**src/rtl/x4_reg_access_arbiter.sv**
```systemverilog
// -----------------------------------------------------------------------------
// x4_reg_access_arbiter
//
// Shares the single X4 register-access engine (SPI/PIF/XIF set/get) between
// NREQ requesters. Grants are round-robin. Only one transaction is in flight at
// a time. Each engine strobe lasts a single cycle. A transaction completes on
// eng_done or on a timeout, and the granted requester then receives a one-cycle
// ack.
//
// Parameters
//   NREQ         number of requesters (2..8)
//   TIMEOUT_CYC  cycles spent in WAIT before the transaction aborts with err (>=2)
//
// Ports
//   clk, rst        system clock; asynchronous active-high reset
//   req             per-requester request, held with stable fields until ack
//   req_wr          1 = register write (set), 0 = read (get)
//   req_space       2 bits per requester: 00 SPI, 01 PIF, 10 XIF, 11 invalid
//   req_addr        8 bits per requester, register address
//   req_wdata       8 bits per requester, write data
//   ack             one-cycle completion pulse to the granted requester
//   rdata           read data, valid while ack is high (0 for writes)
//   err             high with ack on timeout or invalid space
//   busy            high in every state except IDLE
//   eng_set_*/eng_get_*   single-cycle engine strobes
//   eng_*_addr      engine address inputs (only the selected space is non-zero)
//   eng_wdata       engine write data
//   eng_rdata       engine read data, valid with eng_done
//   eng_done        engine one-cycle completion pulse
// -----------------------------------------------------------------------------
module x4_reg_access_arbiter #(
    parameter int NREQ        = 2,
    parameter int TIMEOUT_CYC = 4096
) (
    input  logic              clk,
    input  logic              rst,
    input  logic [NREQ-1:0]   req,
    input  logic [NREQ-1:0]   req_wr,
    input  logic [2*NREQ-1:0] req_space,
    input  logic [8*NREQ-1:0] req_addr,
    input  logic [8*NREQ-1:0] req_wdata,
    output logic [NREQ-1:0]   ack,
    output logic [7:0]        rdata,
    output logic              err,
    output logic              busy,
    output logic              eng_set_spi,
    output logic              eng_get_spi,
    output logic              eng_set_pif,
    output logic              eng_get_pif,
    output logic              eng_set_xif,
    output logic              eng_get_xif,
    output logic [7:0]        eng_spi_addr,
    output logic [7:0]        eng_pif_addr,
    output logic [7:0]        eng_xif_addr,
    output logic [7:0]        eng_wdata,
    input  logic [7:0]        eng_rdata,
    input  logic              eng_done
);

    localparam int IW = $clog2(NREQ);
    localparam int CW = $clog2(TIMEOUT_CYC);

    localparam logic [1:0] SP_SPI = 2'b00;
    localparam logic [1:0] SP_PIF = 2'b01;
    localparam logic [1:0] SP_XIF = 2'b10;
    localparam logic [1:0] SP_BAD = 2'b11;

    typedef enum logic [1:0] {
        S_IDLE,
        S_ISSUE,
        S_WAIT,
        S_RESP
    } state_t;

    state_t          state, state_d;
    logic [IW-1:0]   rr_ptr;
    logic [IW-1:0]   grant;
    logic [CW-1:0]   cnt;
    logic            hold_wr;
    logic [1:0]      hold_space;
    logic [7:0]      hold_addr;
    logic [7:0]      hold_wdata;
    logic [7:0]      rdata_q;
    logic            err_q;

    // Round-robin pick and the picked requester's fields.
    logic            found;
    logic [IW-1:0]   pick;
    logic [IW:0]     cand;   // one spare bit so ptr + offset cannot overflow before the wrap
    logic            pick_wr;
    logic [1:0]      pick_space;
    logic [7:0]      pick_addr;
    logic [7:0]      pick_wdata;
    logic            timeout_hit;

    // NOTE: every signal driven here gets a default first, so no path leaves
    // it unassigned and no latch is inferred.
    always_comb begin
        found      = 1'b0;
        pick       = '0;
        cand       = '0;
        pick_wr    = 1'b0;
        pick_space = SP_SPI;
        pick_addr  = '0;
        pick_wdata = '0;

        // First set request at or after the pointer, wrapping NREQ-1 -> 0.
        for (int k = 0; k < NREQ; k++) begin
            cand = {1'b0, rr_ptr} + (IW+1)'(k);
            if (cand >= (IW+1)'(NREQ)) begin
                cand = cand - (IW+1)'(NREQ);
            end
            if (!found && req[cand[IW-1:0]]) begin
                found = 1'b1;
                pick  = cand[IW-1:0];
            end
        end

        for (int i = 0; i < NREQ; i++) begin
            if (pick == IW'(i)) begin
                pick_wr    = req_wr[i];
                pick_space = req_space[2*i +: 2];
                pick_addr  = req_addr[8*i +: 8];
                pick_wdata = req_wdata[8*i +: 8];
            end
        end
    end

    assign timeout_hit = (cnt == CW'(TIMEOUT_CYC - 1));

    // Next-state and output decode.
    always_comb begin
        state_d      = state;
        ack          = '0;
        rdata        = '0;
        err          = 1'b0;
        busy         = (state != S_IDLE);
        eng_set_spi  = 1'b0;
        eng_get_spi  = 1'b0;
        eng_set_pif  = 1'b0;
        eng_get_pif  = 1'b0;
        eng_set_xif  = 1'b0;
        eng_get_xif  = 1'b0;
        eng_spi_addr = '0;
        eng_pif_addr = '0;
        eng_xif_addr = '0;
        eng_wdata    = '0;

        // Engine inputs stay on the latched values for the whole transaction.
        if (state != S_IDLE) begin
            eng_spi_addr = (hold_space == SP_SPI) ? hold_addr : 8'h00;
            eng_pif_addr = (hold_space == SP_PIF) ? hold_addr : 8'h00;
            eng_xif_addr = (hold_space == SP_XIF) ? hold_addr : 8'h00;
            eng_wdata    = hold_wdata;
        end

        case (state)
            S_IDLE: begin
                if (found) begin
                    // An invalid space never reaches the engine.
                    state_d = (pick_space == SP_BAD) ? S_RESP : S_ISSUE;
                end
            end
            S_ISSUE: begin
                case (hold_space)
                    SP_SPI:  begin eng_set_spi = hold_wr; eng_get_spi = !hold_wr; end
                    SP_PIF:  begin eng_set_pif = hold_wr; eng_get_pif = !hold_wr; end
                    SP_XIF:  begin eng_set_xif = hold_wr; eng_get_xif = !hold_wr; end
                    default: ;
                endcase
                state_d = S_WAIT;
            end
            S_WAIT: begin
                if (eng_done || timeout_hit) begin
                    state_d = S_RESP;
                end
            end
            S_RESP: begin
                ack[grant] = 1'b1;
                rdata      = rdata_q;
                err        = err_q;
                state_d    = S_IDLE;
            end
            default: state_d = S_IDLE;
        endcase
    end

    // NOTE: sequential state uses non-blocking assignments only, so every
    // register samples pre-edge values regardless of statement order.
    always_ff @(posedge clk or posedge rst) begin
        if (rst) begin
            state      <= S_IDLE;
            rr_ptr     <= '0;
            grant      <= '0;
            cnt        <= '0;
            hold_wr    <= 1'b0;
            hold_space <= SP_SPI;
            hold_addr  <= '0;
            hold_wdata <= '0;
            rdata_q    <= '0;
            err_q      <= 1'b0;
        end else begin
            state <= state_d;
            case (state)
                S_IDLE: begin
                    if (found) begin
                        grant      <= pick;
                        hold_wr    <= pick_wr;
                        hold_space <= pick_space;
                        hold_addr  <= pick_addr;
                        hold_wdata <= pick_wdata;
                        rdata_q    <= '0;
                        err_q      <= (pick_space == SP_BAD);
                        rr_ptr     <= (pick == IW'(NREQ - 1)) ? '0 : pick + 1'b1;
                    end
                end
                S_ISSUE: begin
                    cnt <= '0;
                end
                S_WAIT: begin
                    // Completion in the timeout cycle still counts as success.
                    if (eng_done) begin
                        rdata_q <= hold_wr ? 8'h00 : eng_rdata;
                        err_q   <= 1'b0;
                    end else if (timeout_hit) begin
                        rdata_q <= '0;
                        err_q   <= 1'b1;
                    end else begin
                        cnt <= cnt + 1'b1;
                    end
                end
                default: ;
            endcase
        end
    end

endmodule
```
**config.mk**
```make
export PLATFORM = sky130hd
export DESIGN_NAME = x4_reg_access_arbiter
export DESIGN_NICKNAME = d
export VERILOG_FILES = /design/src/rtl/x4_reg_access_arbiter.sv
export SDC_FILE = /design/constraint.sdc
export NUM_CORES = 1
export LEC_CHECK = 0
export CAP_MARGIN = 20
export CORE_AREA = 2 2 83 85
export DETAILED_ROUTE_END_ITERATION = 10
export DIE_AREA = 0 0 85 87
export PLACE_DENSITY = 0.86
export REMOVE_ABC_BUFFERS = 1
export SLEW_MARGIN = 10
export SYNTH_ARGS = -nofsm -noshare
export SYNTH_HDL_FRONTEND = slang
export SYNTH_SLANG_ARGS = --single-unit
```
**constraint.sdc**
```tcl
create_clock -name clk -period 1.7 [get_ports clk]
set_clock_uncertainty 0.05 [all_clocks]
set_input_delay 0.255 -clock clk [delete_from_list [all_inputs] [get_ports clk]]
set_output_delay 0.255 -clock clk [all_outputs]
set_load 0.01 [all_outputs]
```
======== Yosys cells after proc, flatten, opt, wreduce, memory -nomap -nowiden ========
Cells that the tools add are included.
storage, ports and cells
  memory bits (writable) .................. 0
  register bits ........................... 44
  latch bits .............................. 0
  memory bits (read-only) ................. 0
  memories ................................ 0
  word-level logic and storage cells ...... 102
  output and inout bits ................... 50
operators by class
  equal/unequal tests ..................... 12
  bitwise operators ....................... 0
  $mul .................................... 0
  reduce and logical (&&, ||, !) cells .... 14
  multiplexer cells ....................... 55
  $add $sub $neg .......................... 5
  div/mod/pow operators ................... 0
  magnitude comparators ................... 6
  shifts and indexed selects .............. 0
operators with widths
  kind                                                        number
  two-way mux 8 bit                                           14
  two-way mux 1 bit                                           29
  two-way mux 12 bit                                          2
  one-hot mux 12 bit (2 select lines)                         1
  one-hot mux 8 bit (2 select lines)                          1
  adder 12 x 1 -> 12 bit, second input constant               1
  equality test 12 bit, second input constant                 1
  two-way mux 2 bit                                           5
  equality test 2 bit, second input constant                  4
  != test 2 bit, second input constant                        4
  one-hot mux 2 bit (4 select lines)                          1
  less-than comparator 1 x 2 -> 1 bit, second input constant  3
  AND reduction 3 bit                                         2
  nonzero test 2 bit                                          3
  equality test 2 x 1 -> 1 bit, second input constant         2
  logical NOT 2 bit                                           2
  AND reduction 2 bit                                         2
  != test 3 bit, second input constant                        1
  adder 1 x 1 -> 2 bit, second input constant                 1
  >= comparator 1 x 2 -> 1 bit, second input constant         1
  >= comparator 2 bit, second input constant                  1
  logical AND 1 bit                                           2
  logical NOT 1 bit                                           2
  one-hot mux 1 bit (2 select lines)                          1
  5 further kinds                                             6

======== Logic depth before layout (Yosys ltp) ========
Gate-level depths: netlist of run 1.
  word-level depth ........................ 13
  depth in mapped cells ................... 8
  mapped depth without buffers ............ 7

======== Worst setup path after synthesis of run 1 ========
Ideal clock, no wire load.
  path kind ............................... reg2reg
  from .................................... register state[0]
  to ...................................... register rdata_q[0]
  data arrival time ....................... 1.656 ns
  setup time .............................. 0.068 ns
  slack ................................... -0.074 ns
  buffers on the path ..................... 0
  period minus slack after synthesis ...... 1.774 ns
  cell stages (with the launch flop) ...... 7
  cells stage by stage .................... dfrtp_1 > inv_1 > ha_1 > inv_2 > nor3_2 > nor3_1 > a22o_1
between the ends
  cells in the longest elaborated chain, start to end .. 3
  elaborated cells on any way between the ends .. 7
ends and longest elaborated chain
  element                                                          RTL line  text
  start, declared                                                  75        state_t state, state_d;
  start signal, assigned                                           203       state <= state_d;
  equality test 2 bit / logical NOT 2 bit (equally long branches)  204       case (state)
  != test 3 bit (no source line) (tied with other cells)           --
  AND reduction 3 bit (no source line)                             --
  end signal, assigned                                             223       rdata_q <= hold_wr ? 8'h00 : eng_rdata;
  end, declared                                                    83        logic [7:0] rdata_q;
Parallel ways exist; a longest one is shown, timed or not.
A chain may end at the register's enable or synchronous reset.

======== Worst setup path after layout of run 1 ========
  from .................................... register state[0]
  to ...................................... register err_q
between the ends
  cells in the longest elaborated chain, start to end .. 3
  elaborated cells on any way between the ends .. 7
ends and longest elaborated chain
  element                                                          RTL line  text
  equality test 2 bit / logical NOT 2 bit (equally long branches)  204
  != test 3 bit (no source line) (tied with other cells)           --
  AND reduction 3 bit (no source line)                             --
  end signal, assigned                                             213       err_q <= (pick_space == SP_BAD);
  end, declared                                                    84        logic err_q;
Parallel ways exist; a longest one is shown, timed or not.

==> results of run 1 <==
-- sequential cells by signal, indices dropped and copies added, names as in the netlist --
signal	cells
grant	1
cnt	12
err_q	1
hold_addr	8
rr_ptr	1
hold_wdata	8
state	2
hold_wr	1
hold_space	2
rdata_q	8
-- per-layer routing --
metal	routed length, um	vias to the layer above	GRT usage [%]
met5	0	-	0
met4	111	0	6.20
met3	318	12	3.51
met2	3690	69	35.4
met1	2770	1147	21.0
li1	-	1161	-
-- power by group --
part | switching [uW] | internal, uW
registers | 292 | 1450
logic | 1770 | 1670
clock network | 345 | 280
total | 2410 | 3400
-- what timing repair did --
| action | 4_1_cts | 5_1_grt |
|---|---|---|
| hold buffers | 0 | 0 |
| buffers inserted | 6 | 4 |
| setup endpoints to repair | 65 | 54 |
| pin swaps | 11 | 21 |
| gates cloned | 0 | 0 |
| resized for setup | 220 | 32 |
-- path summary, 6_finish.rpt --
kind | from | end | slack [ps]
worst max-delay path | state[0] | err_q | -50
worst min-delay path | rst | cnt[5] | 250
worst max register to register | state[0] | err_q | -50
worst min register to register | hold_wdata[3] | hold_wdata[3] | 430
max in group asynchronous | rst | hold_wdata[1] | 1140
min in group clk | hold_wdata[3] | hold_wdata[3] | 430
-- area by class of cell --
class                           count  share of cell area [%]
Clock buffer                        6                    1.84
Timing Repair Buffer              132                    28.8
Inverter                            7                   0.855
Multi-Input combinational cell    208                    38.0
Clock inverter                      1                   0.127
Tap cell                           80                    2.53
Sequential cell                    44                    27.9
-- through the flow --
stage / total power (uW) / hold WS (ps) / util (%) / TNS [ps]
global route: 6250 / 280 / 60.1 / -3260
finish: 5810 / 254 / 60.1 / -686
detailed placement: 4790 / 414 / 56.9 / -11170
floorplan: 3220 / 338 / - / -11520
global placement: 4670 / 406 / 56.9 / -8300
CTS: 5570 / 263 / 58.3 / -582
-- critical path, delay by kind of cell, from the launching register on --
kind,cells,cell delay [ps]
buf+inv,3,280
simple gates,1,310
compound gates,3,460
flops,1,400
fa+ha+maj,1,180
-- cells in the mapped netlist (all sizes together), types with 2 or more instances --
| master | n |
|---|---|
| a21oi | 5 |
| nand2 | 43 |
| a22o | 8 |
| nand3 | 5 |
| nand2b | 4 |
| xnor2 | 2 |
| and4 | 2 |
| mux2 | 3 |
| xor2 | 3 |
| inv | 7 |
| nand4 | 3 |
| buf | 3 |
| dfrtp | 44 |
| o21ai | 26 |
| and2 | 13 |
| ha | 6 |
| clkbuf | 9 |
| nor3 | 5 |
| nor2 | 39 |
| mux2i | 23 |
| nor2b | 10 |
-- cells by family after synthesis --
| logic type | share of synthesized area, % |
|---|---|
| and+or+nand+nor | 25.7 |
| DFF | 44.6 |
| AOI/OAI and AO/OA | 11.2 |
| muxes | 10.7 |
| buffers and inverters | 3.04 |
| adders and majority gates | 3.04 |
| xor gates and xnor gates | 1.77 |
==> summary.md, run 1 <==
| Metric | Value |
|---|---|
| Status | `finished with violations` |
| Failing checks | `setup timing` |
| Largest cells by area after synthesis | `dfrtp_1 45%, mux2i_1 9.3%, nand2_1 6.5%` |
| Remaining Overflow, GRT | `0` |
| Wire per inst | `14.4 um` |
| Synth top area share | `44.6%` |
| CP Max Fanout | `7` |
| Number of CTS-inserted buffers | `5` |
| TritonCTS clock tree | `yes` |
| Layout cells sized above 1 | `around a third` |
| RSZ-0062 raised after global routing | `yes` |
| Synth warnings | `0` |
| FILL cells | `530` |
| Commonest non-fill, non-tap cell in the layout | `clkdlybuf4s50_1` |
| Required time worst endpoint | `1880 ps` |
| Root buf cell | `clkbuf_8` |
| R2R depth | `8` |
| Num ports | `101` |
| Reg clk slew, reported paths | `80 ps` |
| Sequential cell area | `0.00110 mm^2` |
| Critical path cell sequence | `inv_2 -> ha_4 -> inv_6 -> buf_6 -> nor3_4 -> a21oi_4 -> a31o_4 -> a21oi_2` |
| Endpoints failing setup | `32` |
| Port Buffers | `100` |
| #FFs+latches synth | `44` |
| Min Tclk post-route | `1750 ps` |
| Cell area power density | `1470 mW/mm^2` |
| Mapped Area | `0.00247 mm^2` |
| Worst vdd ir | `0.000814 V` |
| Initial antenna violation count | `0` |
| Die H | `just under 90 um` |
| Most used DFF post-synth | `dfrtp_1` |
| Highest Clock Rate | `572 MHz` |
| DR pass1 iterations | `4` |
| Area of the multi-input gates | `0.00150 mm^2` |
| Row Count | `30` |
| Worst min path class | `in2async` |
| Ys async rst share | `100%` |
| Starting Density | `a little under two fifths` |
| Final #Nets | `approximately 460` |
| Routability Congestion | `0.848` |
| Largest net degree at the start of global routing | `45` |
| Ant. Diodes | `0` |
| Leading area contributor after synthesis | `dfrtp_1` |
| Final WL | `around 6.9 mm` |
| Measured slew at the worst slew-check pin | `508 ps` |
| Worst-skew pair later-pin latency | `300 ps` |
| First-pass GRT wire length | `between 10 and 15 mm` |
| Max incr delay on CP | `400 ps` |
| Final Cell Area | `between 0.003 and 0.004 mm^2` |
| Fin. Hold Viols | `0` |
| Vias in the first global route | `2428` |
| Post-Layout Cell Count | `~480` |
| Via-to-Cell Ratio | `around 5` |
| Clk sinks | `44` |
| DRC errors left | `0` |
| Slew headroom | `66.0%` |
| DRT iter0 DRCs | `around 140` |
| Area grow syn2layout | `59.9%` |
| Via count | `2389` |
| Core box area | `between 0.006 and 0.007 mm^2` |
| Most frequent cells in the layout | `50 x clkdlybuf4s50_1, 44 x dfrtp_1, 36 x nand2_1` |
| Number of H-tree levels | `2` |
| Syn avg cell area | `slightly above 9 um^2` |
| Max clock buf depth | `2` |
| Seq/Total Area, Yosys | `44.6%` |
| Die area | `approximately 0.0074 mm^2` |
| CP startpoint kind | `flip-flop` |
| Post-DRT Antenna Nets | `0` |
| Synth cell types | `38` |
| Slowest cell on crit path | `dfrtp_1` |
| Die X | `85 um` |
| Crit end category | `flip-flop` |
| Final HPWL DP | `4.91 mm` |
| Placed Cells | `464` |
| Synthesized instance count | `271` |
| Total GRT Usage | `roughly a fifth` |
| Final Max Slew Viols | `0` |
| Critical path class | `reg2reg` |
| Period utilization | `103%` |
| Area after DPL | `roughly 0.0037 mm^2` |
| EDFF count, synth | `0` |
| Post-place setup slack | `-211 ps` |
| WP data arrival | `1920 ps` |
| Final WS setup | `-47.2 ps` |
| Max_cap viols | `0` |
| Leak | `roughly 0.0019 uW` |
(Power assumes the default switching activity.)
==> run 2, diff against run 1 <==
--- a/config.mk
+++ b/config.mk
@@ -6,10 +6,10 @@
 export NUM_CORES = 1
 export LEC_CHECK = 0
 export CAP_MARGIN = 20
-export CORE_AREA = 2 2 83 85
+export CORE_AREA = 2 2 78 80
 export DETAILED_ROUTE_END_ITERATION = 10
-export DIE_AREA = 0 0 85 87
-export PLACE_DENSITY = 0.86
+export DIE_AREA = 0 0 80 82
+export PLACE_DENSITY = 0.92
 export REMOVE_ABC_BUFFERS = 1
 export SLEW_MARGIN = 10
 export SYNTH_ARGS = -nofsm -noshare
==> constraint.sdc (replaced) <==
create_clock -name clk -period 2.2 [get_ports clk]
set_clock_uncertainty 0.05 [all_clocks]
set_input_delay 0.33 -clock clk [delete_from_list [all_inputs] [get_ports clk]]
set_output_delay 0.33 -clock clk [all_outputs]
set_load 0.01 [all_outputs]
==> run 2 against run 1 <==
Effect of this change: the flow still finishes with violations (setup timing); sequential share of layout area grew 1.9 points; die area shrank 11%; count of clock-buffer cells in the layout shrank 1; critical path type is now reg2out; largest cell class unchanged.
==> summary.md, run 2 (same netlist as run 1, synthesis figures left out) <==
| Metric | Value |
|---|---|
| Via-to-Cell Ratio | `5.07` |
| Sequential power share | `around a third` |
| Largest register FFs | `12` |
| Wire per inst | `14.2 um` |
| Area after DPL | `0.00357 mm^2` |
| DRC errors left | `0` |
| Largest net degree at the start of global routing | `27` |
| P_int | `2420 uW` |
| Via count | `roughly 2.3k` |
| Period utilization | `100%` |
| Clk sinks | `44` |
| Finished Core Util | `roughly 64%` |
| Number of CTS-inserted buffers | `5` |
| Die H | `roughly 82 um` |
| Root buf cell | `clkbuf_8` |
| Worst R2R Setup Slack | `280 ps` |
| Worst path bufs/invs | `1` |
| Fin. Hold Viols | `0` |
| Delay-heaviest family, CP | `buffers and inverters` |
| Reg clk slew, reported paths | `90 ps` |
| DR pass1 iterations | `4` |
| Area grow syn2layout | `49.6%` |
| Routability Congestion | `0.790` |
| Critical path class | `reg2out` |
| CP Max Fanout | `10` |
| Total GRT Usage | `20.2%` |
| Worst min path class | `in2async` |
| Vias in the first global route | `around 2.3k` |
| Final Max Slew Viols | `0` |
| Endpoints failing setup | `1` |
| R2R depth | `7` |
| CP startpoint kind | `flip-flop` |
| Crit end category | `primary output` |
| Max incr delay on CP | `roughly 550 ps` |
| Total power | `~4000 uW` |
| Core box area | `0.00575 mm^2` |
| R2R Path Start | `state[1]` |
| Net Switching | `1620 uW` |
| First-pass GRT wire length | `about 10 mm` |
| FF-to-FF End | `rdata_q[2]` |
| WP data arrival | `1830 ps` |
| Num ports | `101` |
| Failing checks | `setup timing` |
| Slew headroom | `roughly 64%` |
| Slowest cell on crit path | `clkdlybuf4s50_1` |
| Measured slew at the worst slew-check pin | `534 ps` |
| Clock network power share | `~15%` |
| Leak | `0.00187 uW` |
| Port Buffers | `100` |
| Max_cap viols | `0` |
| Initial antenna violation count | `0` |
| Max clock buf depth | `2` |
| Die X | `80 um` |
| Ant. Diodes | `0` |
| RSZ-0062 raised after global routing | `yes` |
| Worst-skew pair later-pin latency | `300 ps` |
| Most frequent cells in the layout | `64 x clkdlybuf4s50_1, 44 x dfrtp_1, 43 x nand2_1` |
| Cell area power density | `1090 mW/mm^2` |
| Number of H-tree levels | `2` |
| Row Count | `28` |
| Starting Density | `43.0%` |
| Highest Clock Rate | `~450 MHz` |
| Status | `finished with violations` |
| Post-DRT Antenna Nets | `0` |
| Die area | `0.00656 mm^2` |
| DRT iter0 DRCs | `168` |
| Final Cell Area | `0.00370 mm^2` |
| Final WS setup | `-6.44 ps` |
| Final #Nets | `between 400 and 500` |
| Critical path cell sequence | `nand2b_1 -> nor2_1 -> clkdlybuf4s50_1` |
| Final HPWL DP | `4.94 mm` |
| Comb power frac | `around half` |
| Worst vdd ir | `0.000575 V` |
| Largest Register | `cnt` |
| Required time worst endpoint | `1820 ps` |
| Commonest non-fill, non-tap cell in the layout | `clkdlybuf4s50_1` |
| Final WL | `6.40 mm` |
| Min Tclk post-route | `2210 ps` |
| Net Sw Frac | `40.0%` |
| Layout cells sized above 1 | `10.3%` |
| Remaining Overflow, GRT | `0` |
| TritonCTS clock tree | `yes` |
## run 2: cell types whose count changed in the layout (fill, tap and decap cells not counted), sizes merged
cell / before / now
buf: 70 / 10
dlygate4sd2: 0 / 32
clkdlybuf4s50: 50 / 64
clkdlybuf4s15: 12 / 0
dlymetal6s2s: 0 / 4
bufinv: 0 / 1
clkbuf: 6 / 5
clkinvlp: 0 / 1
## run 2: how the worst max path moves through the flow
stage / slack, ps / depth (start not counted) / end / start
5_1_grt: -60 / 3 / eng_set_xif / hold_space[0]
3_5_place_dp: 140 / 6 / eng_spi_addr[0] / state[0]
3_3_place_gp: 200 / 6 / eng_pif_addr[3] / state[0]
4_1_cts: 20 / 5 / eng_get_xif / state[1]
6_report: -6 / 3 / eng_set_xif / hold_space[0]
2_1_floorplan: -80 / 4 / rr_ptr / state[0]
## run 2: routing by layer
layer	track usage, %	vias to the layer above	wire [um]
li1	-	1116	-
met1	23.0	1089	2540
met2	36.3	72	3380
met3	5.16	16	347
met4	7.80	0	140
met5	0	-	0
## run 2: power groups by stage
stage                     sequential [uW]  combinational, uW  clock, uW
after floorplan                      1270               1220          0
after global placement               1320               2080          0
after detailed placement             1340               2160          0
after CTS                            1310               2080        619
after global routing                 1360               2310        660
final                                1330               2100        613
## run 2: worst reg2reg max path, stage by stage, from the launching register on
cell and delay (ps):
dfrtp_1 400, buf_4 160, ha_1 280, nand2b_2 190, inv_1 100, a21oi_4 240
o21ai_4 140, a22o_1 260
## run 2: layout make-up
type	instances	area (um^2)
inverters	7	28.8
fillers	479	2050
flip-flops and latches	44	1100
clock buffers	5	68.8
well taps	75	93.8
multi-input cells	208	1320
repair buffers	110	1050
clock inverters	3	42.5
## run 2: repair_timing
| item | 4_1_cts | 5_1_grt |
|---|---|---|
| pin swaps | 0 | 0 |
| gates cloned | 0 | 0 |
| setup buffers | 3 | 0 |
| gates resized for setup | 35 | 6 |
| endpoints found under the setup margin | 38 | 17 |
| hold buffers | 0 | 0 |
## run 2: through the flow
step	std cells	setup WS, ps	setup TNS, ps	hold WS, ps
detailed placement	441	137	0	416
finish	452	-6.44	-6.44	341
global placement	441	205	0	403
global route	452	-62.7	-122	408
CTS	452	15.3	0	362
floorplan	259	-75.4	-75.4	392
==> run 3, diff against run 2 <==
--- a/config.mk
+++ b/config.mk
@@ -6,10 +6,10 @@
 export NUM_CORES = 1
 export LEC_CHECK = 0
 export CAP_MARGIN = 20
-export CORE_AREA = 2 2 78 80
+export CORE_AREA = 2 2 88 90
 export DETAILED_ROUTE_END_ITERATION = 10
-export DIE_AREA = 0 0 80 82
-export PLACE_DENSITY = 0.92
+export DIE_AREA = 0 0 90 92
+export PLACE_DENSITY = 0.76
 export REMOVE_ABC_BUFFERS = 1
 export SLEW_MARGIN = 10
 export SYNTH_ARGS = -nofsm -noshare
==> run 3 against run 2 <==
Effect of this change: the run now ends clean; power down 2.4%; fmax up 3.5%; combinational power about the same; core utilization down 15 points; sequential cell count unchanged; clock power down 12%; critical path depth unchanged; sequential share of layout area down 0.060 points; setup slack better by 74 ps; register-to-register slack about the same; count of clock-buffer cells in the layout up 1; critical endpoint is now eng_get_pif; largest power group unchanged.
==> summary.md, run 3 (same netlist as run 1, synthesis figures left out) <==
| Metric | Value |
|---|---|
| RSZ-0062 raised after global routing | `no` |
| Fin. Hold Viols | `0` |
| Core box area | `0.00745 mm^2` |
| Most frequent cells in the layout | `63 x clkdlybuf4s50_1, 44 x dfrtp_1, 43 x nand2_1` |
| Placed Cells | `about 470` |
| Largest Register | `cnt` |
| CP Max Fanout | `10` |
| Worst min path class | `in2async` |
| Routability Congestion | `0.833` |
| Crit end category | `primary output` |
| Layout cells sized above 1 | `between 10% and 20%` |
| Post-Layout Cell Count | `477` |
| WP data arrival | `1750 ps` |
| FILL cells | `727` |
| Vias in the first global route | `2339` |
| Cell area power density | `1060 mW/mm^2` |
| Root buf cell | `clkbuf_8` |
| DR pass1 iterations | `4` |
| R2R Path Start | `state[1]` |
| Measured slew at the worst slew-check pin | `526 ps` |
| Via count | `2263` |
| Final Max Slew Viols | `0` |
| Worst vdd ir | `0.000617 V` |
| Number of H-tree levels | `2` |
| Status | `finished, final reports clean` |
| Num ports | `101` |
| Total GRT Usage | `15.7%` |
| Finished Core Util | `just under 50%` |
| Period utilization | `96.9%` |
| Area grow syn2layout | `49.9%` |
| Critical path class | `reg2out` |
| Ant. Diodes | `0` |
| First-pass GRT wire length | `10.6 mm` |
| R2R depth | `7` |
| DRT iter0 DRCs | `51` |
| Wire per inst | `13.4 um` |
| Min Tclk post-route | `2130 ps` |
| Max_cap viols | `0` |
| Post-DRT Antenna Nets | `0` |
| Die area | `about 0.0083 mm^2` |
| Required time worst endpoint | `1820 ps` |
| Total power | `a little under 4000 uW` |
| Worst-skew pair later-pin latency | `300 ps` |
| Port Buffers | `100` |
| Die H | `92 um` |
| Largest net degree at the start of global routing | `41` |
| Sequential cell area | `0.00110 mm^2` |
| Largest register FFs | `12` |
| Clk sinks | `44` |
| Final WL | `6.40 mm` |
| Row Count | `32` |
| CP startpoint kind | `flip-flop` |
| Worst R2R Setup Slack | `280 ps` |
| Initial antenna violation count | `0` |
| Final HPWL DP | `4.93 mm` |
| Reg clk slew, reported paths | `90 ps` |
| Highest Clock Rate | `469 MHz` |
| Leak | `0.00184 uW` |
| Setup TNS | `0 ps` |
| Endpoints failing setup | `0` |
| Slew headroom | `64.8%` |
| Number of CTS-inserted buffers | `5` |
| FF-to-FF End | `rdata_q[7]` |
| Commonest non-fill, non-tap cell in the layout | `clkdlybuf4s50_1` |
| Area of the multi-input gates | `about 0.0013 mm^2` |
| Max clock buf depth | `2` |
| Final #Nets | `approximately 430` |
| Die X | `90 um` |
| Starting Density | `between 30% and 40%` |
| Remaining Overflow, GRT | `0` |
| DRC errors left | `0` |
| Via-to-Cell Ratio | `4.74` |
| TritonCTS clock tree | `yes` |
-- run 3: worst max-delay path: stages, from the launching register on --
cell and delay [ps]:
dfrtp_1 410, nand2b_1 320, nor2_1 170, clkdlybuf4s50_1 540
-- run 3: area by class of cell --
class                   count  area share (%)
clock inverters             2           0.372
flip-flops and latches     44            29.7
inverters                   7           0.777
well taps                 102            3.45
clock buffers               6            2.23
repair buffers            108            27.6
multi-input cells         208            35.8
-- run 3: stage by stage --
step	hold slack, ps	setup WS [ps]	cell area [um^2]
6_report	278	67.9	3700
5_1_grt	336	12.5	3700
4_1_cts	287	9.26	3670
3_5_place_dp	412	80.9	3590
3_3_place_gp	404	157	3590
2_1_floorplan	392	-75.4	2420
-- run 3: repair_timing --
item,CTS,global route
buffers inserted,3,0
pin swaps,0,0
setup endpoints to repair,41,8
gates resized for setup,38,6
hold buffers,0,0
-- run 3: power breakdown --
group	internal (uW)	leakage (uW)	switching, uW
Sequential	1120	0.000568	205
Combinational	950	0.00122	1130
Clock	257	0.0000516	281
-- run 3: worst max path at each step --
stage               slack [ps]             to          start  cells past startpoint
floorplan                  -80         rr_ptr       state[0]                      4
global placement           160  hold_wdata[5]         req[0]                      6
detailed placement          80     rdata_q[7]       state[0]                      6
CTS                          9    eng_get_spi       state[1]                      5
global route                10    eng_get_pif  hold_space[1]                      3
finish                      70    eng_get_pif  hold_space[1]                      3
-- run 3: metal layers --
| metal | up-vias | part of all wire [%] | GRT usage (%) |
|---|---|---|---|
| met2 | 85 | 48 | 27.8 |
| met5 | - | 0 | 0 |
| met1 | 1059 | 43 | 19.0 |
| li1 | 1113 | - | - |
| met4 | 0 | 1.0 | 4.10 |
| met3 | 6 | 7.3 | 4.27 |
